## config.mk

```make
export PLATFORM = sky130hd
export DESIGN_NAME = fifo_top
export DESIGN_NICKNAME = d
export VERILOG_FILES = /design/src/rtl/fifo_top.sv
export SDC_FILE = /design/constraint.sdc
export NUM_CORES = 1
export LEC_CHECK = 0
export ABC_CLOCK_PERIOD_IN_PS = 3950
export CORE_UTILIZATION = 65
export CTS_BUF_LIST = sky130_fd_sc_hd__clkbuf_16
export DETAILED_ROUTE_END_ITERATION = 10
export PLACE_DENSITY = 0.95
export SETUP_SLACK_MARGIN = 0.3
export SYNTH_ARGS = -nofsm -noshare
export SYNTH_HDL_FRONTEND = slang
export SYNTH_SLANG_ARGS = --single-unit
```

## constraint.sdc

```tcl
create_clock -name wclk -period 3.95 [get_ports wclk]
set_input_delay 1.185 -clock wclk [delete_from_list [all_inputs] [get_ports wclk]]
set_output_delay 1.185 -clock wclk [all_outputs]
set_load 0.02 [all_outputs]
```

## src/rtl/fifo_top.sv

```systemverilog
// Single-clock first-word-fall-through FIFO with registered full/empty flags.
// Binary pointers address the memory; Gray copies drive the flag comparison.
module fifo_top #(
  parameter int DSIZE = 6,
  parameter int ASIZE = 4
) (
  input  logic             wclk,
  input  logic             wrst_n,
  input  logic             winc,
  input  logic [DSIZE-1:0] wdata,
  input  logic             rinc,
  output logic [DSIZE-1:0] rdata,
  output logic             wfull,
  output logic             rempty
);

  localparam int DEPTH = 1 << ASIZE;

  logic [DSIZE-1:0] mem_r [DEPTH];
  logic [ASIZE:0]   wbin_r, rbin_r, wgray_r, rgray_r;
  logic [ASIZE:0]   wbin_next_s, rbin_next_s, wgray_next_s, rgray_next_s;
  logic             wfull_r, rempty_r;
  logic             we_s, re_s, full_next_s, empty_next_s;

  function automatic logic [ASIZE:0] bin2gray(input logic [ASIZE:0] b);
    return b ^ (b >> 1);
  endfunction

  // Next-state pointers and flags; flags look ahead so they carry no extra latency
  always_comb begin
    we_s = winc & ~wfull_r;
    re_s = rinc & ~rempty_r;
    if (we_s) begin
      wbin_next_s  = wbin_r + {{ASIZE{1'b0}}, 1'b1};
      wgray_next_s = bin2gray(wbin_r + {{ASIZE{1'b0}}, 1'b1});
    end else begin
      wbin_next_s  = wbin_r;
      wgray_next_s = wgray_r;
    end
    if (re_s) begin
      rbin_next_s  = rbin_r + {{ASIZE{1'b0}}, 1'b1};
      rgray_next_s = bin2gray(rbin_r + {{ASIZE{1'b0}}, 1'b1});
    end else begin
      rbin_next_s  = rbin_r;
      rgray_next_s = rgray_r;
    end
    empty_next_s = (rgray_next_s == wgray_next_s);
    // Full when the write pointer is exactly one lap ahead: top two Gray bits inverted
    full_next_s  = (wgray_next_s ==
                    {~rgray_next_s[ASIZE:ASIZE-1], rgray_next_s[ASIZE-2:0]});
  end

  // Pointer and flag registers
  always_ff @(posedge wclk or negedge wrst_n) begin
    if (!wrst_n) begin
      wbin_r   <= {(ASIZE+1){1'b0}};
      rbin_r   <= {(ASIZE+1){1'b0}};
      wgray_r  <= {(ASIZE+1){1'b0}};
      rgray_r  <= {(ASIZE+1){1'b0}};
      wfull_r  <= 1'b0;
      rempty_r <= 1'b1;
    end else begin
      wbin_r   <= wbin_next_s;
      rbin_r   <= rbin_next_s;
      wgray_r  <= wgray_next_s;
      rgray_r  <= rgray_next_s;
      wfull_r  <= full_next_s;
      rempty_r <= empty_next_s;
    end
  end

  // Storage array; contents survive reset
  always_ff @(posedge wclk) begin
    if (we_s) begin
      mem_r[wbin_r[ASIZE-1:0]] <= wdata;
    end
  end

  assign rdata  = mem_r[rbin_r[ASIZE-1:0]];
  assign wfull  = wfull_r;
  assign rempty = rempty_r;

endmodule

```

Yosys cells after proc, flatten, opt, wreduce, memory -nomap -nowiden
Memories as Yosys holds them, arrays and structs flattened.
Cells that the tools add are included.
{"block": "op_classes", "eq_ne": 2, "n_mux": 4, "add_sub_neg": 2, "bitwise_logic": 7}
{"op": "$add A5 B1 Y5 const B", "count": 2}
{"op": "$eq A5 B5 Y1", "count": 2}
{"op": "$mux W5", "count": 2}
{"op": "$xor A5 B4 Y5", "count": 2}
{"op": "$and A1 B1 Y1", "count": 2}
{"op": "$mux W1", "count": 2}
{"op": "$not A1 Y1", "count": 2}
{"op": "$not A2 Y2", "count": 1}
{"block": "totals", "mem_bits_rw": 96, "n_memories": 1, "ff_bits": 22, "output_inout_bits": 8}
{"name": "mem_r", "depth": 16, "width": 6, "read_ports": 1, "rd_clocked_by_memory_dff": 0, "write_ports": 1, "line_no": "19", "rtl": "logic [DSIZE-1:0] mem_r [DEPTH];"}

Logic depth before layout (Yosys ltp)
Gate-level depths: netlist of the first run.
{"block": "depth", "word_depth": 5, "mapped_depth": 8}

Worst setup path before layout of the first run
OpenSTA, ideal clock, no wires.
{"block": "synth_timing", "path_kind": "register -> output", "start": "reg rbin_r[0]", "end": "out rdata[0]", "path_buffers": 2, "path_stages_with_launch": 5, "arrival_time_ns": 1.769, "path_slack_ns": 0.996, "cell_sequence": "dfrtp_1 > buf_6 > buf_6 > mux4_1 > mux4_2"}
{"block": "synth_via", "elab_chain_len": 1}
{"element": "from (decl)", "line_no": "20", "rtl": "logic [ASIZE:0] wbin_r, rbin_r, wgray_r, rgray_r;"}
{"element": "from (signal assigned)", "line_no": "57", "rtl": "rbin_r <= {(ASIZE+1){1'b0}};"}
{"element": "from (signal assigned)", "line_no": "64", "rtl": "rbin_r <= rbin_next_s;"}
{"element": "$mem_v2 Z16 W6"}
{"element": "to (decl)", "line_no": "12", "rtl": "output logic [DSIZE-1:0] rdata,"}
Every way passes these cells.

Worst setup path in the final report of the first run
Same ends and word-level chain as after synthesis.

==> metrics.yaml, run 1 <==
status: "complete, no violations"
clk_path_buf_depth: 2
ys_types: 33
rr_worst_depth: 9
slowest_delay_ns: 0.59
holdPathEnd: "rgray_r[4]"
layout_min_cycle_time_ns: 3.60
die_h_um: 89.4
layout-drive-gt1-share_pct: 21.9
ctsRootBufferMaster: "clkbuf_16"
synth_area_mm2: 0.00496
antenna_left: 0
drc_errors: 0
ios: 18
whs_path_depth: 2
antenna_found_initial: 0
crit_slowest_cell: "mux4_1"
slew_headroom_pct: 31.6
fin_skew_ns: 0.00380
fp-row-count: 31
path_clk_slew_ns: 0.05
grt_pass1_vias: 2884
worstSetupStartpointType: "flop"
tightest_slew_ns: 1.02
setup_viol: 0
arrival_ns: 2.42
syn_inst: 274
vias_per_cell: 6.70
hpwl_um: 6700
required_ns: 2.76
hold_start: "rgray_r[4]"
tns_ns: 0
ys_seq_area_share_pct: 69.2
grt_use_total_pct: 33.5
critPathCaptureType: "primary output"
vias: 2806
insertedDiodeCount: 0
critPathMaxFanout: 15
crit_chain: "buf_4 > bufbuf_16 > mux4_1 > mux4_2 > buf_2"
syn2layout_area_growth_pct: 15.7
postLayoutSetupSlackWorst_ns: 0.347
rrSetupSlack_ns: 1.20
clock_sinks: 118
placed_area_mm2: 0.00520
powerDensity_mw_per_mm2: 828
p_leak_nw: 2.06
worstSkewPairLatency_ns: 0.41
drt_iter0_markers: 341
path_class: "reg -> out"
timing.rr.end: "wfull"
syn_avg_cell_area_um2: 18.1
cts_tree: "yes"
post-route-cell-area_mm2: 0.00574
peakVddDrop_uv: 495
finalCritPeriodShare_pct: 91.2
dieArea_mm2: 0.00799
post_drt_wl_per_cell_um: 28.0
dr.pass1.iters: 5
grt_pass1_wl_um: 17300
grt-ovfl-total: 0
rsz0062_at_grt: "true"
syn_nets: 289
maxCapViolCount: 0
fp.coreArea_mm2: 0.00733
numCtsBuffers: 17
dp_slack_ns: 0.539
port_buffers: 17
cts-htree-levels: 4
grt_max_degree: 30
wirelength_um: 11700
reg2reg_from: "rbin_r[0]"
fmax_ghz: 0.278
critPathLaunch: "rbin_r[0]"
ys.warnings.count: 0
min_path_type: "reg -> reg"
fin_nets: 322
finalHoldViolations: 0
synth_seq_cells: 118
start_util_pct: 67.7
gp_congestion: 0.774
die_x_um: 89.4
maxSlewViolCount: 0
nFillCells: 328
## synthesized netlist by cell type
library cell  count  area share [%]
mux2i_1           2            0.40
o22ai_1           2            0.25
dfrtp_1          21              11
nor2b_1           1            0.13
nand3b_1          1            0.15
clkbuf_1          1           0.076
a21boi_1          3            0.45
mux4_1            8             4.2
nor2_1           14             1.1
buf_4             1            0.15
dfstp_2           1            0.53
and3b_1           1            0.18
or3_1             3            0.38
nand4_1           2            0.25
a21oi_1           2            0.20
and3_2            1            0.15
a21boi_0          3            0.45
nor3_1            5            0.50
and3_1            1            0.13
clkbuf_8          3            0.83
inv_1             8            0.61
xor2_1           10             1.8
ha_1              5             1.3
xnor2_1          15             2.6
nand2_1          19             1.4
buf_2             4            0.40
and2b_1           1            0.15
mux4_2           22              10
edfxtp_1         96              58
nand3_1           6            0.61
nand2b_1          4            0.50
o21ai_0           3            0.30
buf_6             5             1.1
## kinds of logic (layout without fill, tap and decap cells)
family / after synthesis / in the layout / share of synthesized area [%]
buffers and inverters: 22 / 68 / 3.20
XOR/XNOR: 25 / 25 / 4.41
AO/OA/AOI/OAI: 13 / 13 / 1.66
adder cells (fa/ha/maj): 5 / 5 / 1.26
flip-flops: 118 / 118 / 69.2
multiplexers: 32 / 32 / 14.6
AND/OR/NAND/NOR: 59 / 59 / 5.62
## what timing repair did
| action | CTS | global route |
|---|---|---|
| gates cloned | 1 | 0 |
| hold buffers | 0 | 0 |
| hold endpoints to repair | 0 | 0 |
| pin swaps | 0 | 0 |
| setup endpoints to repair | 6 | 5 |
| buffers inserted | 2 | 0 |
| resized for setup | 13 | 7 |
## critical path, delay by kind of cell (launching register included)
kind	cells	cell delay, ns
flip-flops	1	0.35
buffers and inverters	3	0.59
multiplexers	2	1.06
## layer usage
layer  GRT usage (%)  routed length [um]  vias to the layer above
met5               0                   0                        -
met4            19.0                 509                        0
met3            10.1                1250                       42
met2            53.0                5910                      237
met1            41.8                4050                     1405
li1                -                   -                     1122
## stage by stage
stage | utilization [%] | power (mW) | cells | hold slack [ns]
after floorplan | - | 2.91 | 274 | 0.449
after global placement | 70.9 | 3.20 | 384 | 0.467
after detailed placement | 70.9 | 3.34 | 384 | 0.468
after CTS | 78.5 | 4.75 | 419 | 0.507
after global routing | 78.3 | 4.93 | 419 | 0.540
final | 78.3 | 4.75 | 419 | 0.525
## report_power, final
part,internal [mW],switching [mW],leakage [nW]
combinational,0.759,0.908,0.673
clock,0.787,0.535,0.253
sequential,1.57,0.194,1.13
## final cells by class
| cell class | count | area, um^2 | share of cell area [%] |
|---|---|---|---|
| multi-input cells | 134 | 1370 | 23.8 |
| well taps | 99 | 124 | 2.16 |
| flip-flops and latches | 118 | 3430 | 59.8 |
| repair buffers | 28 | 265 | 4.62 |
| clock inverters | 15 | 91.3 | 1.59 |
| inverters | 8 | 30.0 | 0.523 |
| clock buffers | 17 | 425 | 7.41 |
## how the worst max path moves through the flow
stage	end	slack, ns	depth (start not counted)
2_1_floorplan	rdata[0]	1.0	4
3_3_place_gp	rdata[5]	0.59	4
3_5_place_dp	rdata[3]	0.54	4
4_1_cts	rdata[5]	0.32	5
5_1_grt	rdata[0]	0.28	5
6_report	rdata[0]	0.35	5
## flip-flops by register name, indices dropped and copies added (netlist names)
signal,flops
wbin_r,5
rbin_r,5
mem_r,96
wfull,1
rgray_r,5
wgray_r,5
rempty,1
## cell usage in the layout (no fill, tap or decap), types with 3 or more instances in the layout
master,instances
clkinv_2,7
a21boi_0,3
nand3_1,6
buf_4,9
or3_1,3
mux4_2,22
clkinv_4,3
clkinvlp_4,3
mux4_1,8
dfrtp_1,21
o21ai_0,3
edfxtp_1,96
buf_2,3
a21boi_1,3
nand2_1,19
xnor2_1,15
nor2_1,14
clkdlybuf4s50_1,11
nand2b_1,4
inv_1,8
nor3_1,5
clkbuf_16,17
ha_1,5
xor2_1,10
No activity file was read; power rests on OpenSTA's default activity.
==> run 2: changes to the inputs <==
Settings changed: ABC_AREA from default to 0, ABC_CLOCK_PERIOD_IN_PS 3950 to 3500, CORE_UTILIZATION 65 to 60, PLACE_DENSITY 0.95 to 0.89, TNS_END_PERCENT from default to 5.
Clock period 3.95 ns to 3.5 ns, I/O delays scaled along.
==> run 2 against run 1 <==
Count of clock-buffer cells in the layout unchanged; clock power increased by 34%; worst hold slack got worse by 0.016 ns; worst setup slack got worse by 0.25 ns; clock skew increased by 0.0053 ns; utilization decreased by 3.2 points; combinational power increased by 11%; register-to-register slack got worse by 0.30 ns; via count decreased by 3.7%; critical path depth unchanged; die area increased by 8.1%; largest power group unchanged; highest routed layer unchanged.
==> metrics.yaml, run 2 (synthesis results as in run 1) <==
status: "complete, no violations"
fin_skew_ns: 0.00907  # +0.00528 ns
fp.coreArea_mm2: 0.00785  # +7.0%
layout-drive-gt1-share_pct: 25.2  # +3.3 points
clk_path_buf_depth: 2  # unchanged
combPwrFrac_pct: 33.1  # -2.0 points
fp-row-count: 32  # +3.2%
powerDensity_mw_per_mm2: 954  # +15%
die_h_um: 92.9  # +4.0%
dieArea_mm2: 0.00864  # +8.1%
tightest_slew_ns: 0.998  # -0.0252 ns
crit_chain: "buf_4 > buf_16 > mux4_2 > mux4_2 > buf_2"
worstSetupStartpointType: "flop"
peakVddDrop_uv: 535  # +8.0%
cts-htree-levels: 4  # unchanged
critPathCaptureType: "primary output"
hpwl_um: 6200  # -7.5%
largest_reg_flops: 96  # unchanged
grt_pass1_vias: 2658  # -7.8%
slowest_delay_ns: 0.54  # -0.05 ns
finalHoldViolations: 0  # unchanged
cts_hold_buffers: 0  # unchanged
rr_worst_depth: 8  # -1
reg2reg_from: "rbin_r[0]"
antenna_left: 0  # unchanged
drc_errors: 0  # unchanged
antenna_found_initial: 0  # unchanged
port_buffers: 17  # unchanged
clock_sinks: 118  # unchanged
setup_viol: 0  # unchanged
ctsRootBufferMaster: "clkbuf_16"
grt-ovfl-total: 0  # unchanged
grt_use_total_pct: 28.4  # -5.2 points
final_common_cell: "edfxtp_1"
hold_start: "wgray_r[4]"
wirelength_um: 10900  # -7.1%
gp_congestion: 0.734  # -5.2%
drt_iter0_markers: 263  # -23%
final_cell_mix: "edfxtp_1, mux4_2, dfrtp_1"
numCtsBuffers: 17  # unchanged
vias_per_cell: 6.31  # -5.7%
nFillCells: 430  # +31%
path_clk_slew_ns: 0.06  # about the same
rrSetupSlack_ns: 0.90  # -0.30 ns
p_seq_share_pct: 35.5  # -1.6 points
whs_ns: 0.509  # -0.0159 ns
start_util_pct: 63.2  # -4.5 points
crit_slowest_cell: "mux4_2"
arrival_ns: 2.35  # -0.07 ns
die_x_um: 92.9  # +4.0%
fin_nets: 329  # +2.2%
dr.pass1.iters: 4  # -1
rsz0062_at_grt: "true"
p_int_mw: 3.78  # +21%
tns_ns: 0  # unchanged
post-route-cell-area_mm2: 0.00589  # +2.7%
grt_pass1_wl_um: 16400  # -5.4%
finalCritPeriodShare_pct: 97.1
grt_max_degree: 30  # unchanged
ios: 18  # unchanged
p_leak_nw: 2.12  # +3.1%
cts_tree: "yes"
syn2layout_area_growth_pct: 18.8
netSwitchingFraction_pct: 32.7  # -1.7 points
holdPathEnd: "wgray_r[4]"
whs_path_depth: 2  # unchanged
vias: 2702  # -3.7%
min_path_type: "reg -> reg"
path_common_cell: "mux4_2"
critPathMaxFanout: 10  # -5
placed_area_mm2: 0.00528  # +1.5%
path_class: "reg -> out"
p_clk_share_pct: 31.4  # +3.6 points
layout_min_cycle_time_ns: 3.40
maxCapViolCount: 0  # unchanged
required_ns: 2.45  # -0.31 ns
slew_headroom_pct: 33.2  # +1.7 points
post_drt_wl_per_cell_um: 25.4  # -9.1%
insertedDiodeCount: 0  # unchanged
worstSkewPairLatency_ns: 0.42  # about the same
timing.rr.end: "wfull"
maxSlewViolCount: 0  # unchanged
switchingPower_mw: 1.84  # +12%
fmax_ghz: 0.294
[run 2: how the worst max path moves through the flow]
| stage | start | end | cells past startpoint |
|---|---|---|---|
| after global routing | rbin_r[0] | rdata[5] | 5 |
| final | rbin_r[0] | rdata[4] | 5 |
| after global placement | rbin_r[0] | rdata[1] | 4 |
| after floorplan | rbin_r[0] | rdata[0] | 4 |
| after CTS | rbin_r[0] | rdata[2] | 4 |
| after detailed placement | rbin_r[0] | rdata[1] | 4 |
[run 2: critical path: cells and delay by family (launching register included)]
family / cells / cell delay [ns]
muxes: 2 / 1.02
buffers and inverters: 3 / 0.47
DFF: 1 / 0.44
[run 2: through the flow]
step | power, mW | cells | worst slack [ns] | utilization, %
2_1_floorplan | 3.29 | 274 | 0.681 | -
3_3_place_gp | 3.66 | 395 | 0.217 | 67.2
3_5_place_dp | 3.78 | 395 | 0.167 | 67.2
4_1_cts | 5.59 | 428 | 0.126 | 75.1
5_1_grt | 5.83 | 428 | 0.0578 | 75.1
6_report | 5.62 | 428 | 0.0999 | 75.1
[run 2: timing repair]
| action | in CTS | in global routing |
|---|---|---|
| setup buffers | 1 | 0 |
| resized for setup | 30 | 0 |
| cloned | 1 | 0 |
| setup endpoints to repair | 6 | 6 |
[run 2: final cells by class]
cell class	count	area (um^2)	area share (%)
timing repair buffer	35	339	5.75
inverter	8	30.0	0.509
clock inverter	14	175	2.97
clock buffer	17	425	7.22
tap	102	128	2.17
sequential	118	3440	58.3
multi-input combinational	134	1360	23.1
[run 2: power groups by stage]
stage | logic, mW | clock network, mW | registers, mW
4_1_cts | 1.84 | 1.77 | 1.99
2_1_floorplan | 1.40 | 0 | 1.88
6_report | 1.86 | 1.77 | 1.99
5_1_grt | 1.97 | 1.84 | 2.01
3_3_place_gp | 1.68 | 0 | 1.98
3_5_place_dp | 1.78 | 0 | 2.00
[run 2: routing by layer]
metal / track usage, % / vias to the layer above / part of all wire [%]
met2: 44.0 / 166 / 51
met4: 14.2 / 0 / 3.0
li1: - / 1136 / -
met3: 7.47 / 25 / 7.2
met1: 37.5 / 1375 / 38
met5: 0 / - / 0
==> run 3: changes to the inputs <==
Settings changed: CORE_MARGIN from default to 3, CTS_CLUSTER_SIZE from default to 25.
==> run 3 against run 2 <==
Worst setup slack worse by 0.062 ns; non-clock buffer count up 8; die area is 8.8% higher; first-iteration DRC count grew 42%; count of clock-buffer cells in the layout did not move; clock power about the same; fmax decreased by 1.8%; via count is 9.7% higher; combinational power rose by 15%; routed wire length grew 22%; highest routed layer is now met5.
==> metrics.yaml, run 3 (synthesis results as in run 1) <==
p_clk_share_pct: 30.2  # -1.2 points
largest_reg_flops: 96  # unchanged
dieArea_mm2: 0.00940  # +8.8%
fin_skew_ns: 0.0128  # +0.00377 ns
clock_sinks: 118  # unchanged
insertedDiodeCount: 0  # unchanged
clk_path_buf_depth: 2  # unchanged
maxSlewViolCount: 0  # unchanged
antenna_left: 0  # unchanged
tightest_slew_ns: 0.814  # -0.184 ns
setup_viol: 0  # unchanged
layout-drive-gt1-share_pct: 28.1  # +2.9 points
numCtsBuffers: 17  # unchanged
p_leak_nw: 2.18  # +2.8%
path_class: "reg -> out"
required_ns: 2.45  # about the same
critPathCaptureType: "primary output"
final_cell_mix: "edfxtp_1, mux4_2, dfrtp_1"
grt_pass1_wl_um: 20200  # +23%
vias_per_cell: 6.78  # +7.4%
gp_congestion: 0.791  # +7.8%
drc_errors: 0  # unchanged
rsz0062_at_grt: "true"
combPwrFrac_pct: 35.9  # +2.8 points
switchingPower_mw: 2.03  # +10%
grt_pass1_vias: 3026  # +14%
start_util_pct: 62.9  # -0.32 points
grt_use_total_pct: 30.1  # +1.8 points
post_drt_wl_per_cell_um: 30.3  # +19%
drt_iter0_markers: 374  # +42%
layout_min_cycle_time_ns: 3.46  # +0.0624 ns
slew_headroom_pct: 45.6  # +12 points
hpwl_um: 6600  # +6.4%
status: "complete, no violations"
ios: 18  # unchanged
worstSetupStartpointType: "flop"
critPathLaunch: "rbin_r[0]"
fin_nets: 337  # +2.4%
cts-htree-levels: 4  # unchanged
wirelength_um: 13200  # +22%
fmax_ghz: 0.289  # -1.8%
die_x_um: 96.9  # +4.3%
peakVddDrop_uv: 404  # -24%
syn2layout_area_growth_pct: 21.1
vias: 2963  # +9.7%
grt-ovfl-total: 0  # unchanged
nFillCells: 364  # -15%
finalHoldViolations: 0  # unchanged
grt_max_degree: 30  # unchanged
antenna_found_initial: 1  # +1
final_util_pct: 76.2  # +1.1 points
die_h_um: 96.9  # +4.3%
p_int_mw: 3.93  # +3.8%
finalCritPeriodShare_pct: 98.9  # +1.8 points
ctsRootBufferMaster: "clkbuf_16"
arrival_ns: 2.41  # +0.06 ns
worstSkewPairLatency_ns: 0.42  # about the same
min_path_type: "reg -> reg"
path_clk_slew_ns: 0.06  # about the same
critPathMaxFanout: 6  # -4
fp.coreArea_mm2: 0.00789  # +0.51%
place_inst: 397  # +0.51%
cts_hold_buffers: 0  # unchanged
total_power_mw: 5.96  # +6.0%
tns_ns: 0  # unchanged
netSwitchingFraction_pct: 34.1  # +1.4 points
port_buffers: 17  # unchanged
hold_start: "wgray_r[3]"
dr.pass1.iters: 5  # +1
powerDensity_mw_per_mm2: 992  # +3.9%
instances_no_fill: 437  # +2.1%
fp-row-count: 32  # unchanged
cts_tree: "yes"
reg2reg_from: "rbin_r[0]"
p_seq_share_pct: 33.9  # -1.6 points
maxCapViolCount: 0  # unchanged
final_common_cell: "edfxtp_1"
-- run 3: cell type report --
| class | count | area [um^2] | share of cell area (%) |
|---|---|---|---|
| clock buffers | 17 | 425 | 7.08 |
| multi-input cells | 134 | 1350 | 22.4 |
| clock inverters | 15 | 180 | 3.00 |
| flip-flops and latches | 118 | 3440 | 57.2 |
| well taps | 102 | 128 | 2.12 |
| inverters | 8 | 30.0 | 0.500 |
| repair buffers | 43 | 464 | 7.72 |
-- run 3: power groups by stage --
stage	Combinational, mW	Sequential, mW	Clock [mW]
global route	2.24	2.04	1.88
global placement	1.73	1.98	0
finish	2.14	2.02	1.80
floorplan	1.40	1.88	0
detailed placement	1.82	2.00	0
CTS	2.08	2.00	1.79
-- run 3: metrics by stage --
stage,setup slack [ns],cell area (um^2),hold slack (ns)
after floorplan,0.681,4960,0.449
after global placement,0.237,5300,0.466
after detailed placement,0.147,5300,0.472
after CTS,0.0399,6020,0.501
after global routing,0.0147,6010,0.555
final,0.0375,6010,0.523
-- run 3: worst max-delay path, cell delays in order, from the launching register on --
cell	delay, ns
dfrtp_2	0.47
buf_6	0.14
buf_12	0.13
mux4_2	0.55
mux4_2	0.54
buf_6	0.16
-- run 3: per-layer routing --
layer | up-vias | part of all wire, % | GRT usage, %
li1 | 1150 | - | -
met1 | 1472 | 34 | 39.3
met2 | 267 | 48 | 46.3
met3 | 72 | 12 | 10.2
met4 | 2 | 5.1 | 13.8
met5 | - | 0.098 | 0
-- run 3: worst paths after layout --
check	to	slack, ns	cells after the start
worst max-delay path	rdata[4]	0.04	5
worst min-delay path	wgray_r[3]	0.52	2
worst max register to register	wfull	0.81	9
worst min register to register	wgray_r[3]	0.52	2
max in group asynchronous	rempty	2.23	2
min in group asynchronous	rgray_r[0]	0.99	2
-- run 3: timing repair --
| action | in CTS | in global routing |
|---|---|---|
| setup endpoints to repair | 6 | 6 |
| resized for setup | 35 | 2 |
| setup buffers | 5 | 0 |
| gates cloned | 3 | 0 |
